File: src/rtl/ws2812_serializer_pkg.sv
// Shared definitions for the WS2812 serializer: FSM state encoding and pixel/segment geometry.
package ws2812_serializer_pkg;

  localparam int PIXEL_BITS       = 24;
  localparam int SEGMENTS_PER_BIT = 3;
  localparam int BIT_IDX_W        = $clog2(PIXEL_BITS);

  typedef enum logic [1:0] {
    ST_IDLE  = 2'd0,
    ST_LOAD  = 2'd1,
    ST_SHIFT = 2'd2,
    ST_LATCH = 2'd3
  } state_t;

  typedef logic [1:0]           seg_idx_t;
  typedef logic [BIT_IDX_W-1:0] bit_idx_t;

  localparam seg_idx_t SEG_LAST = seg_idx_t'(SEGMENTS_PER_BIT - 1);
  localparam bit_idx_t BIT_LAST = bit_idx_t'(PIXEL_BITS - 1);

endpackage

File: src/rtl/ws2812_bit_encoder.sv
// Maps one data bit and a segment index to the line level: segment0 high, segment1 the bit, segment2 low.
module ws2812_bit_encoder
  import ws2812_serializer_pkg::*;
(
  input  logic     data_bit,
  input  seg_idx_t segment_index,
  output logic     level
);

  always_comb begin
    level = 1'b0;
    case (segment_index)
      2'd0:    level = 1'b1;
      2'd1:    level = data_bit;
      default: level = 1'b0;
    endcase
  end

endmodule

File: src/rtl/ws2812_serializer.sv
// WS2812 frame serializer: pulls GRB pixels, emits three segments per bit, then a low latch period.
// Optional feature: define UNDERRUN_COUNT_EN to add the saturating underrun_count output.
module ws2812_serializer
  import ws2812_serializer_pkg::*;
#(
  parameter int LED_COUNT      = 8,
  parameter int LATCH_SEGMENTS = 200
) (
  input  logic                  clock_12mhz,
  input  logic                  reset,
  input  logic                  bit_segment_strobe,
  input  logic                  framerate,
  input  logic [PIXEL_BITS-1:0] pixel_data,
  input  logic                  pixel_valid,
  output logic                  pixel_ready,
  output logic                  data_out,
  output logic                  busy,
  output logic                  frame_done
`ifdef UNDERRUN_COUNT_EN
  ,
  output logic [7:0]            underrun_count
`endif
);

  localparam int PIX_W   = $clog2(LED_COUNT + 1);
  localparam int LATCH_W = $clog2(LATCH_SEGMENTS + 1);

  localparam logic [PIX_W-1:0]   PIXEL_LAST = PIX_W'(LED_COUNT - 1);
  localparam logic [LATCH_W-1:0] LATCH_LAST = LATCH_W'(LATCH_SEGMENTS - 1);

  state_t                  state_reg, state_next;
  logic [PIXEL_BITS-1:0]   shift_reg;
  seg_idx_t                seg_cnt_reg;
  bit_idx_t                bit_cnt_reg;
  logic [PIX_W-1:0]        pixel_cnt_reg;
  logic [LATCH_W-1:0]      latch_cnt_reg;
  logic                    data_out_reg;
  logic                    frame_done_reg;

  logic                    start_frame;
  logic                    capture;
  logic                    latch_end;
  logic [PIXEL_BITS-1:0]   capture_word;
  logic                    enc_bit;
  seg_idx_t                enc_seg;
  logic                    enc_level;

  // An invalid pixel at the accept strobe becomes black rather than stalling the line.
  assign capture_word = pixel_valid ? pixel_data : '0;

  always_ff @(posedge clock_12mhz or negedge reset) begin
    if (!reset) state_reg <= ST_IDLE;
    else        state_reg <= state_next;
  end

  always_comb begin
    state_next  = state_reg;
    pixel_ready = 1'b0;
    start_frame = 1'b0;
    capture     = 1'b0;
    latch_end   = 1'b0;
    case (state_reg)
      ST_IDLE: begin
        if (framerate) begin
          start_frame = 1'b1;
          state_next  = ST_LOAD;
        end
      end
      ST_LOAD: begin
        if (bit_segment_strobe) begin
          pixel_ready = 1'b1;
          capture     = 1'b1;
          state_next  = ST_SHIFT;
        end
      end
      ST_SHIFT: begin
        if (bit_segment_strobe && seg_cnt_reg == SEG_LAST && bit_cnt_reg == '0)
          state_next = (pixel_cnt_reg == PIXEL_LAST) ? ST_LATCH : ST_LOAD;
      end
      ST_LATCH: begin
        if (bit_segment_strobe && latch_cnt_reg == LATCH_LAST) begin
          latch_end  = 1'b1;
          state_next = ST_IDLE;
        end
      end
      default: state_next = ST_IDLE;
    endcase
  end

  // The accept strobe already emits segment0 of the new MSB, so the encoder sees the incoming word.
  assign enc_bit = capture ? capture_word[PIXEL_BITS-1] : shift_reg[PIXEL_BITS-1];
  assign enc_seg = capture ? seg_idx_t'(0) : seg_cnt_reg;

  ws2812_bit_encoder u_bit_encoder (
    .data_bit      (enc_bit),
    .segment_index (enc_seg),
    .level         (enc_level)
  );

  always_ff @(posedge clock_12mhz or negedge reset) begin
    if (!reset) begin
      shift_reg      <= '0;
      seg_cnt_reg    <= '0;
      bit_cnt_reg    <= '0;
      pixel_cnt_reg  <= '0;
      latch_cnt_reg  <= '0;
      data_out_reg   <= 1'b0;
      frame_done_reg <= 1'b0;
    end else begin
      frame_done_reg <= latch_end;

      if (bit_segment_strobe && (capture || state_reg == ST_SHIFT))
        data_out_reg <= enc_level;
      else if (state_reg == ST_IDLE || state_reg == ST_LATCH)
        data_out_reg <= 1'b0;

      if (start_frame) begin
        pixel_cnt_reg <= '0;
        latch_cnt_reg <= '0;
      end

      if (capture) begin
        shift_reg   <= capture_word;
        seg_cnt_reg <= seg_idx_t'(1);
        bit_cnt_reg <= BIT_LAST;
      end else if (state_reg == ST_SHIFT && bit_segment_strobe) begin
        if (seg_cnt_reg == SEG_LAST) begin
          seg_cnt_reg <= '0;
          if (bit_cnt_reg == '0) begin
            pixel_cnt_reg <= pixel_cnt_reg + 1'b1;
          end else begin
            bit_cnt_reg <= bit_cnt_reg - 1'b1;
            shift_reg   <= {shift_reg[PIXEL_BITS-2:0], 1'b0};
          end
        end else begin
          seg_cnt_reg <= seg_cnt_reg + 1'b1;
        end
      end

      if (state_reg == ST_LATCH && bit_segment_strobe) begin
        if (latch_end) latch_cnt_reg <= '0;
        else           latch_cnt_reg <= latch_cnt_reg + 1'b1;
      end
    end
  end

`ifdef UNDERRUN_COUNT_EN
  logic [7:0] underrun_count_reg;

  always_ff @(posedge clock_12mhz or negedge reset) begin
    if (!reset) begin
      underrun_count_reg <= '0;
    end else if (start_frame) begin
      underrun_count_reg <= '0;
    end else if (capture && !pixel_valid && underrun_count_reg != 8'hFF) begin
      underrun_count_reg <= underrun_count_reg + 8'd1;
    end
  end

  assign underrun_count = underrun_count_reg;
`endif

  assign busy       = (state_reg != ST_IDLE);
  assign data_out   = data_out_reg;
  assign frame_done = frame_done_reg;

endmodule

File: config.mk
export PLATFORM = sky130hd
export DESIGN_NAME = ws2812_serializer
export DESIGN_NICKNAME = d
export VERILOG_FILES = /design/src/rtl/ws2812_serializer_pkg.sv /design/src/rtl/ws2812_bit_encoder.sv /design/src/rtl/ws2812_serializer.sv
export SDC_FILE = /design/constraint.sdc
export NUM_CORES = 1
export LEC_CHECK = 0
export CORE_UTILIZATION = 54
export CTS_CLUSTER_DIAMETER = 60
export CTS_CLUSTER_SIZE = 20
export DETAILED_ROUTE_END_ITERATION = 10
export GPL_TIMING_DRIVEN = 0
export PLACE_DENSITY = 0.79
export SYNTH_ARGS = -nofsm -noshare
export SYNTH_HDL_FRONTEND = slang
export SYNTH_SLANG_ARGS = --single-unit
File: constraint.sdc
create_clock -name clock_12mhz -period 2.72 [get_ports clock_12mhz]
set_clock_uncertainty 0.15 [all_clocks]
set_input_delay 0.408 -clock clock_12mhz [delete_from_list [all_inputs] [get_ports clock_12mhz]]
set_output_delay 0.408 -clock clock_12mhz [all_outputs]
set_load 0.05 [all_outputs]
==> metrics.yaml, run 1 <==
outcome:
  status: "complete, no violations"
synthesis:
  seq_area_frac_synth: 0.4840
  ys_ff_latch: 47
  syn-num-nets: 306
  ys_types: 40
  synth_area_sq_um: 2430
  yosys_warnings: 0
  synth_top_flop_cell: "dfrtp_1"
  syn_inst: 269
  syn_avg_cell_area_sq_um: 9.033
  synth_async_sr_flop_share: 1.000
  synth_edf_count: 0
die:
  die_area_sq_um: 4772
  die_w_microns: 69.08
  floorplan.initialDensity: 0.5580
  die_y_microns: 69.08
  core_sq_um: 4354
  io_pins: 33
  rows: 24
timing:
  layout_setup_ws_ns: 0.1641
  fin_crit_sh: 0.9397
  hold_viol: 0
  maxSlewHeadroom: 0.5095
  setup_violations: 0
  tightest_slew_ns: 0.7357
  rsz0062_at_grt: "false"
  setup-tns-final_ns: 0
  max_freq_mhz: 391.3
  drv_slew: 0
  finalCriticalPeriod_ns: 2.556
flow_run:
  cap_violations: 0
clock_tree:
  post-cts-setup-buffers: 0
  cts_sinks: 47
  worstSkewPairLatency_ns: 0.30
  tritoncts: "done"
  htreeDepth: 2
  root_buffer: "clkbuf_8"
  clock_path_buffers: 2
  path_clk_slew_ns: 0.09
  cts_buffers: 5
layout:
  largest_register_ffs: 24
  fin_area_sq_um: 2918
  area_delta_synth_final_pct: 20.08
  drive_gt1_frac: 0.08766
  num_antenna_cells: 0
  final_cells: 360
  nets: 344
  utilization: 0.6701
power_and_ir_drop:
  netSwitchingFraction: 0.3998
  leakage_nw: 1.294
  p_int_mw: 1.537
  clockPowerShare: 0.163
  p_switching_mw: 1.024
  power.density_nw_per_um2: 877.8
  ir_worst_vdd_uv: 442.7
  combPwrFrac: 0.406
  seqPwrFrac: 0.431
drt:
  viasPerCell: 5.631
  wirelength_microns: 4857
  drc: 0
  wire_per_inst_microns: 13.49
  dr.pass1.iters: 4
  ant_nets: 0
  vias: 2027
  drt_first_iter_violations: 101
placement:
  place_congestion: 0.7506
  dp_cells: 353
  dpl_cell_area_sq_um: 2828
  dpl.hpwl_microns: 3450
  port_buffers: 31
  post-place-ws_ns: -0.4091
setup_path:
  cp-start-kind: "flop"
  worstPathArrival_ns: 2.00
  cp_max_fo: 18
  endpoint_kind: "output port"
  required_ns: 2.16
  crit_type: "reg -> out"
global_routing:
  grt_usage: 0.2232
  grt_pass1_vias: 1925
  grt_max_degree: 25
  grt_pass1_wl_microns: 8604
  grt_overflow: 0
  antenna_found_initial: 0
worst_hold_path:
  hold_path.class: "in -> reg"
==> final timing paths <==
path                               startpoint               end  slack, ns  depth (start not counted)
setup / recovery                 state_reg[1]       pixel_ready       0.16                          6
hold / removal             bit_segment_strobe    seg_cnt_reg[0]       0.31                          3
setup reg to reg                 state_reg[0]     shift_reg[17]       0.45                          9
hold reg to reg              pixel_cnt_reg[2]  pixel_cnt_reg[2]       0.37                          1
max in group asynchronous               reset      shift_reg[8]       1.43                          3
min in group asynchronous               reset  pixel_cnt_reg[0]       0.48                          2
==> worst max-delay path: stages (launching register included) <==
cell and delay, ns:
dfrtp_1 0.44, inv_1 0.15, ha_2 0.31, nand2_1 0.09
buf_2 0.19, inv_2 0.26, buf_4 0.26
==> cell type report <==
class / instances / area (sq um)
clock inverters: 3 / 20.02
repair buffers: 33 / 340.3
multi-input cells: 194 / 1140
clock buffers: 5 / 68.82
inverters: 12 / 45.04
flip-flops and latches: 47 / 1176
well taps: 52 / 65.06
plain buffers: 14 / 62.56
fillers: 362 / 1436
==> timing repair <==
action	CTS	global route
gates resized for setup	7	0
hold buffers	1	0
setup endpoints to repair	1	1
endpoints found under the hold margin	23	0
==> cells in the mapped netlist (3+ instances only) <==
| library cell | count | area share |
|---|---|---|
| a22o_1 | 5 | 0.018 |
| xor2_1 | 4 | 0.014 |
| mux2i_1 | 3 | 0.012 |
| dfrtp_1 | 47 | 0.48 |
| a31oi_1 | 24 | 0.062 |
| ha_1 | 8 | 0.041 |
| inv_1 | 11 | 0.017 |
| nor2_1 | 30 | 0.046 |
| buf_2 | 9 | 0.019 |
| nand3_1 | 32 | 0.066 |
| nand2_1 | 43 | 0.066 |
| a21oi_1 | 5 | 0.010 |
| and3_1 | 4 | 0.010 |
| o21ai_0 | 7 | 0.014 |
| clkbuf_1 | 6 | 0.0093 |
==> power by group through the flow <==
stage	logic (mW)	registers [mW]	clock network [mW]
floorplan	0.761	1.09	0
global placement	1.00	1.10	0
detailed placement	1.04	1.11	0
CTS	1.04	1.10	0.429
global route	1.18	1.13	0.459
finish	1.04	1.10	0.417
==> placed cells by master, fill, tap and decap left out, drive strengths merged, types with 10 or more instances in the layout <==
cell type and instances:
nor2 30, buf 12, nand2 43, a31oi 24
clkbuf 10, clkdlybuf4s50 29, dfrtp 47, inv 12
nand3 32
==> routing by layer <==
layer / routed length (microns) / vias up / track usage
met4: 47 / 0 / 0.06122
li1: - / 1020 / -
met1: 2250 / 962 / 0.2854
met5: 0 / - / 0
met3: 159 / 5 / 0.04971
met2: 2400 / 40 / 0.3808
==> through the flow <==
stage,power [mW],hold WS (ns)
CTS,2.573,0.3002
floorplan,1.848,-0.03759
global route,2.776,0.3368
detailed placement,2.148,0.2886
finish,2.561,0.3059
global placement,2.097,0.3423
==> kinds of logic after synthesis <==
family | after synthesis | synth area share
AOI/OAI and AO/OA | 54 | 0.1478
xor gates and xnor gates | 5 | 0.01802
adders and majority gates | 8 | 0.04120
buffers and inverters | 28 | 0.04788
DFF | 47 | 0.4840
muxes | 5 | 0.02163
and+or+nand+nor | 122 | 0.2394
Power figures use the tool's default switching activity.
==> run 2, diff against run 1 <==
--- a/config.mk
+++ b/config.mk
@@ -5,6 +5,7 @@
 export SDC_FILE = /design/constraint.sdc
 export NUM_CORES = 1
 export LEC_CHECK = 0
+export CORE_MARGIN = 2
 export CORE_UTILIZATION = 54
 export CTS_CLUSTER_DIAMETER = 60
 export CTS_CLUSTER_SIZE = 20
==> run 2 against run 1 <==
  * First-iteration DRC count grew 2.0%
  * Via count grew 0.89%
  * Highest routed layer unchanged
  * Sequential share of layout area shrank 0.052 points
  * Cell count is the same
  * Worst setup slack gained 0.030 ns
  * Combinational power is essentially flat
  * Worst hold slack lost 0.0035 ns
  * Maximum frequency grew 1.2%
  * Wire length shrank 1.9%
  * Critical path depth is the same
  * Utilization grew 0.086 points
  * Sequential power is essentially flat
==> metrics.yaml, run 2 (synthesized netlist as in run 1, its figures left out) <==
clock_tree:
  cts_sinks: 47
  path_clk_slew_ns: 0.08
  clock_path_buffers: 2
  htreeDepth: 2
  tritoncts: "done"
  root_buffer: "clkbuf_8"
  worstSkewPairLatency_ns: 0.29
  post-cts-setup-buffers: 0
  cts_buffers: 5
die:
  die_area_sq_um: 5052
  die_y_microns: 71.08
  rows: 24
  floorplan.initialDensity: 0.5580
  io_pins: 33
  die_w_microns: 71.08
  core_sq_um: 4354
placement:
  dpl_cell_area_sq_um: 2820
  post-place-ws_ns: -0.4230
  port_buffers: 31
  dp_cells: 353
  place_congestion: 0.7975
  dpl.hpwl_microns: 3462
timing:
  maxSlewHeadroom: 0.5589
  layout_setup_ws_ns: 0.1946
  fin_crit_sh: 0.9285
  hold_viol: 0
  rsz0062_at_grt: "false"
  tightest_slew_ns: 0.6616
  drv_slew: 0
  max_freq_mhz: 396.0
  setup_violations: 0
  finalCriticalPeriod_ns: 2.525
setup_path:
  path_delay_family: "buffers and inverters"
  path_cells: "inv_1 > ha_2 > nand2_1 > buf_2 > inv_2 > buf_4"
  reg2reg_slack_ns: 0.45
  worstPathArrival_ns: 1.97
  endpoint_kind: "output port"
  max_stage_delay_ns: 0.42
  cp_max_fo: 18
  path_buf_inv: 4
  required_ns: 2.16
  crit_type: "reg -> out"
  cp_slowest_cell: "dfrtp_1"
  cp-start-kind: "flop"
power_and_ir_drop:
  ir_worst_vdd_uv: 396.4
  power.density_nw_per_um2: 883.6
  leakage_nw: 1.302
  finalPower_mw: 2.582
outcome:
  status: "complete, no violations"
drt:
  drt_first_iter_violations: 103
  vias: 2045
  wire_per_inst_microns: 13.24
  dr.pass1.iters: 4
  viasPerCell: 5.681
  ant_nets: 0
  wirelength_microns: 4767
  drc: 0
global_routing:
  grt_overflow: 0
  antenna_found_initial: 0
  grt_usage: 0.2108
  grt_max_degree: 40
  grt_pass1_vias: 1941
  grt_pass1_wl_microns: 8625
layout:
  fin_area_sq_um: 2922
  largest_register_ffs: 24
  utilization: 0.6710
  regArea_sq_um: 1176
  drive_gt1_frac: 0.08442
  mostFrequentLayoutCells: "47 x dfrtp_1, 43 x nand2_1, 32 x nand3_1"
  multi_input_area_sq_um: 1140
  layout_commonest_cell: "dfrtp_1"
  nets: 344
  final_cells: 360
  num_antenna_cells: 0
  area_delta_synth_final_pct: 20.24
  nFillCells: 353
flow_run:
  cap_violations: 0
worst_hold_path:
  hold_path.class: "in -> reg"
-- run 2: path summary, 6_finish.rpt --
check                                   start          endpoint  depth (start not counted)
max                              state_reg[1]       pixel_ready                          6
min reg2reg                  pixel_cnt_reg[2]  pixel_cnt_reg[2]                          1
min                        bit_segment_strobe    seg_cnt_reg[0]                          3
max reg2reg                      state_reg[0]     shift_reg[22]                          9
max in group asynchronous               reset     shift_reg[10]                          3
min in group asynchronous               reset  pixel_cnt_reg[2]                          2
-- run 2: layout make-up --
cell class                      count  share of cell area
Buffer                             14             0.02141
Clock buffer                        8             0.03426
Inverter                           12             0.01542
Multi-Input combinational cell    194              0.3901
Sequential cell                    47              0.4026
Tap cell                           52             0.02227
Timing Repair Buffer               33              0.1139
-- run 2: worst reg2reg max path, delay by kind of cell, from the launching register on --
family | cells | cell delay, ns
AO/OA/AOI/OAI | 2 | 0.36
adder cells (fa/ha/maj) | 1 | 0.16
buffers and inverters | 4 | 0.81
flip-flops | 1 | 0.43
AND/OR/NAND/NOR | 2 | 0.28
-- run 2: per-stage QoR --
step                hold slack [ns]  TNS (ns)
floorplan                  -0.03759         0
finish                       0.3023         0
global route                 0.3245         0
CTS                          0.2862         0
detailed placement           0.1350   -0.4230
global placement             0.3456    -11.47
-- run 2: repair_timing --
item | CTS | global route
setup endpoints to repair | 1 | 1
gates resized for setup | 7 | 0
hold buffers | 1 | 0
hold endpoints to repair | 8 | 0
-- run 2: power breakdown --
group / internal, mW / switching (mW) / total (mW) / leakage [nW]
registers: 0.936 / 0.158 / 1.09 / 0.551
clock network: 0.232 / 0.224 / 0.456 / 0.0515
logic: 0.421 / 0.610 / 1.03 / 0.700
total: 1.59 / 0.992 / 2.58 / 1.30
-- run 2: metal layers --
metal,part of all wire,up-vias,global-route usage
li1,-,1022,-
met1,0.47,973,0.2856
met2,0.48,45,0.3510
met3,0.039,5,0.02991
met4,0.010,0,0.06918
met5,0,-,0
==> run 3, diff against run 2 <==
--- a/config.mk
+++ b/config.mk
@@ -7,6 +7,7 @@
 export LEC_CHECK = 0
 export CORE_MARGIN = 2
 export CORE_UTILIZATION = 54
+export CTS_BUF_LIST = sky130_fd_sc_hd__clkbuf_16
 export CTS_CLUSTER_DIAMETER = 60
 export CTS_CLUSTER_SIZE = 20
 export DETAILED_ROUTE_END_ITERATION = 10
==> run 3 against run 2 <==
  * Critical path depth up 1
  * Clock-buffer cell count fell by 3
  * First-iteration DRC count rose by 28%
  * Maximum frequency down 2.1%
  * Die area stayed put
  * Critical endpoint unchanged
  * Largest cell class unchanged
  * Largest power group unchanged
==> metrics.yaml, run 3 (synthesized netlist as in run 1, its figures left out) <==
setup_path:
  endpoint_kind: "output port"
  cp_max_fo: 10
  worstPathArrival_ns: 2.02
  required_ns: 2.16
  cp-start-kind: "flop"
  crit_type: "reg -> out"
global_routing:
  grt_pass1_wl_microns: 8728
  antenna_found_initial: 0
  grt_pass1_vias: 1976
  grt_max_degree: 40
  grt_usage: 0.2132
  grt_overflow: 0
clock_tree:
  post-cts-setup-buffers: 0
  cts_buffers: 5
  root_buffer: "clkbuf_16"
  cts_sinks: 47
  clock_path_buffers: 2
  tritoncts: "done"
  path_clk_slew_ns: 0.06
  worstSkewPairLatency_ns: 0.28
  htreeDepth: 2
timing:
  hold_viol: 0
  tightest_slew_ns: 0.6612
  finalCriticalPeriod_ns: 2.580
  setup-tns-final_ns: 0
  max_freq_mhz: 387.6
  setup_violations: 0
  fin_crit_sh: 0.9484
  layout_setup_ws_ns: 0.1403
  rsz0062_at_grt: "false"
  maxSlewHeadroom: 0.5592
  drv_slew: 0
layout:
  nFillCells: 343
  utilization: 0.6828
  largest_register_ffs: 24
  mostFrequentLayoutCells: "47 x dfrtp_1, 43 x nand2_1, 32 x nand3_1"
  multi_input_area_sq_um: 1150
  num_antenna_cells: 0
  layout_commonest_cell: "dfrtp_1"
  regArea_sq_um: 1176
  area_delta_synth_final_pct: 22.35
  fin_area_sq_um: 2973
  final_cells: 361
  nets: 345
  drive_gt1_frac: 0.08091
worst_hold_path:
  hold_path.class: "in -> reg"
drt:
  drc: 0
  ant_nets: 0
  vias: 2057
  wirelength_microns: 4854
  drt_first_iter_violations: 132
  dr.pass1.iters: 4
  viasPerCell: 5.698
  wire_per_inst_microns: 13.45
die:
  floorplan.initialDensity: 0.5580
  rows: 24
  die_y_microns: 71.08
  io_pins: 33
  die_w_microns: 71.08
  die_area_sq_um: 5052
  core_sq_um: 4354
power_and_ir_drop:
  clockPowerShare: 0.212
  p_switching_mw: 1.025
  leakage_nw: 1.327
  seqPwrFrac: 0.404
  netSwitchingFraction: 0.3761
  p_int_mw: 1.700
  combPwrFrac: 0.384
  ir_worst_vdd_uv: 386.4
  power.density_nw_per_um2: 916.5
placement:
  dpl.hpwl_microns: 3462
  post-place-ws_ns: -0.4230
  dp_cells: 353
  port_buffers: 31
  dpl_cell_area_sq_um: 2820
  place_congestion: 0.7975
flow_run:
  cap_violations: 0
outcome:
  status: "complete, no violations"
==> run 3: cell types whose count changed in the layout (fill, tap and decap cells not counted), sizes merged <==
cell / before / now
clkbuf: 13 / 11
clkinv: 0 / 2
inv: 12 / 13
==> run 3: power by group through the flow <==
stage	sequential [mW]	clock, mW	combinational [mW]
CTS	1.10	0.587	1.04
finish	1.10	0.578	1.05
floorplan	1.09	0	0.761
detailed placement	1.10	0	1.04
global route	1.14	0.610	1.20
global placement	1.09	0	1.00
==> run 3: cell type report <==
| class | instances | share of cell area |
|---|---|---|
| Tap cell | 52 | 0.02189 |
| Timing Repair Buffer | 33 | 0.1120 |
| Inverter | 12 | 0.01515 |
| Sequential cell | 47 | 0.3956 |
| Clock buffer | 5 | 0.04209 |
| Multi-Input combinational cell | 194 | 0.3868 |
| Buffer | 15 | 0.02273 |
| Clock inverter | 3 | 0.003788 |
==> run 3: final timing paths <==
check,startpoint,end,slack [ns],cells past startpoint
max,state_reg[1],pixel_ready,0.14,7
min,bit_segment_strobe,seg_cnt_reg[0],0.32,3
max reg2reg,state_reg[0],shift_reg[22],0.38,9
min reg2reg,pixel_cnt_reg[2],pixel_cnt_reg[2],0.37,1
max in group asynchronous,reset,shift_reg[10],1.60,3
min in group asynchronous,reset,state_reg[0],0.36,2
==> run 3: stage by stage <==
step / total power [mW] / hold WS, ns
2_1_floorplan: 1.848 / -0.03759
3_3_place_gp: 2.096 / 0.3456
3_5_place_dp: 2.141 / 0.1350
4_1_cts: 2.728 / 0.3145
5_1_grt: 2.949 / 0.3580
6_report: 2.725 / 0.3163
==> run 3: what timing repair did <==
action	in CTS	in global routing
gates cloned	0	0
setup endpoints to repair	1	1
gates resized for setup	6	2
hold buffers	1	0
endpoints found under the hold margin	8	0
==> run 3: worst max-delay path, stage by stage, from the launching register on <==
cell and delay [ns]:
dfrtp_1 0.42, inv_1 0.17, ha_4 0.22, nand2_1 0.09, buf_2 0.19, inv_2 0.14, buf_2 0.24, clkbuf_4 0.27
==> run 3: per-layer routing <==
layer	vias to the layer above	wire, microns	track usage	part of all wire
li1	1028	-	-	-
met1	983	2225	0.2800	0.46
met2	40	2416	0.3655	0.50
met3	6	169	0.04274	0.035
met4	0	43	0.05031	0.0089
met5	-	0	0	0
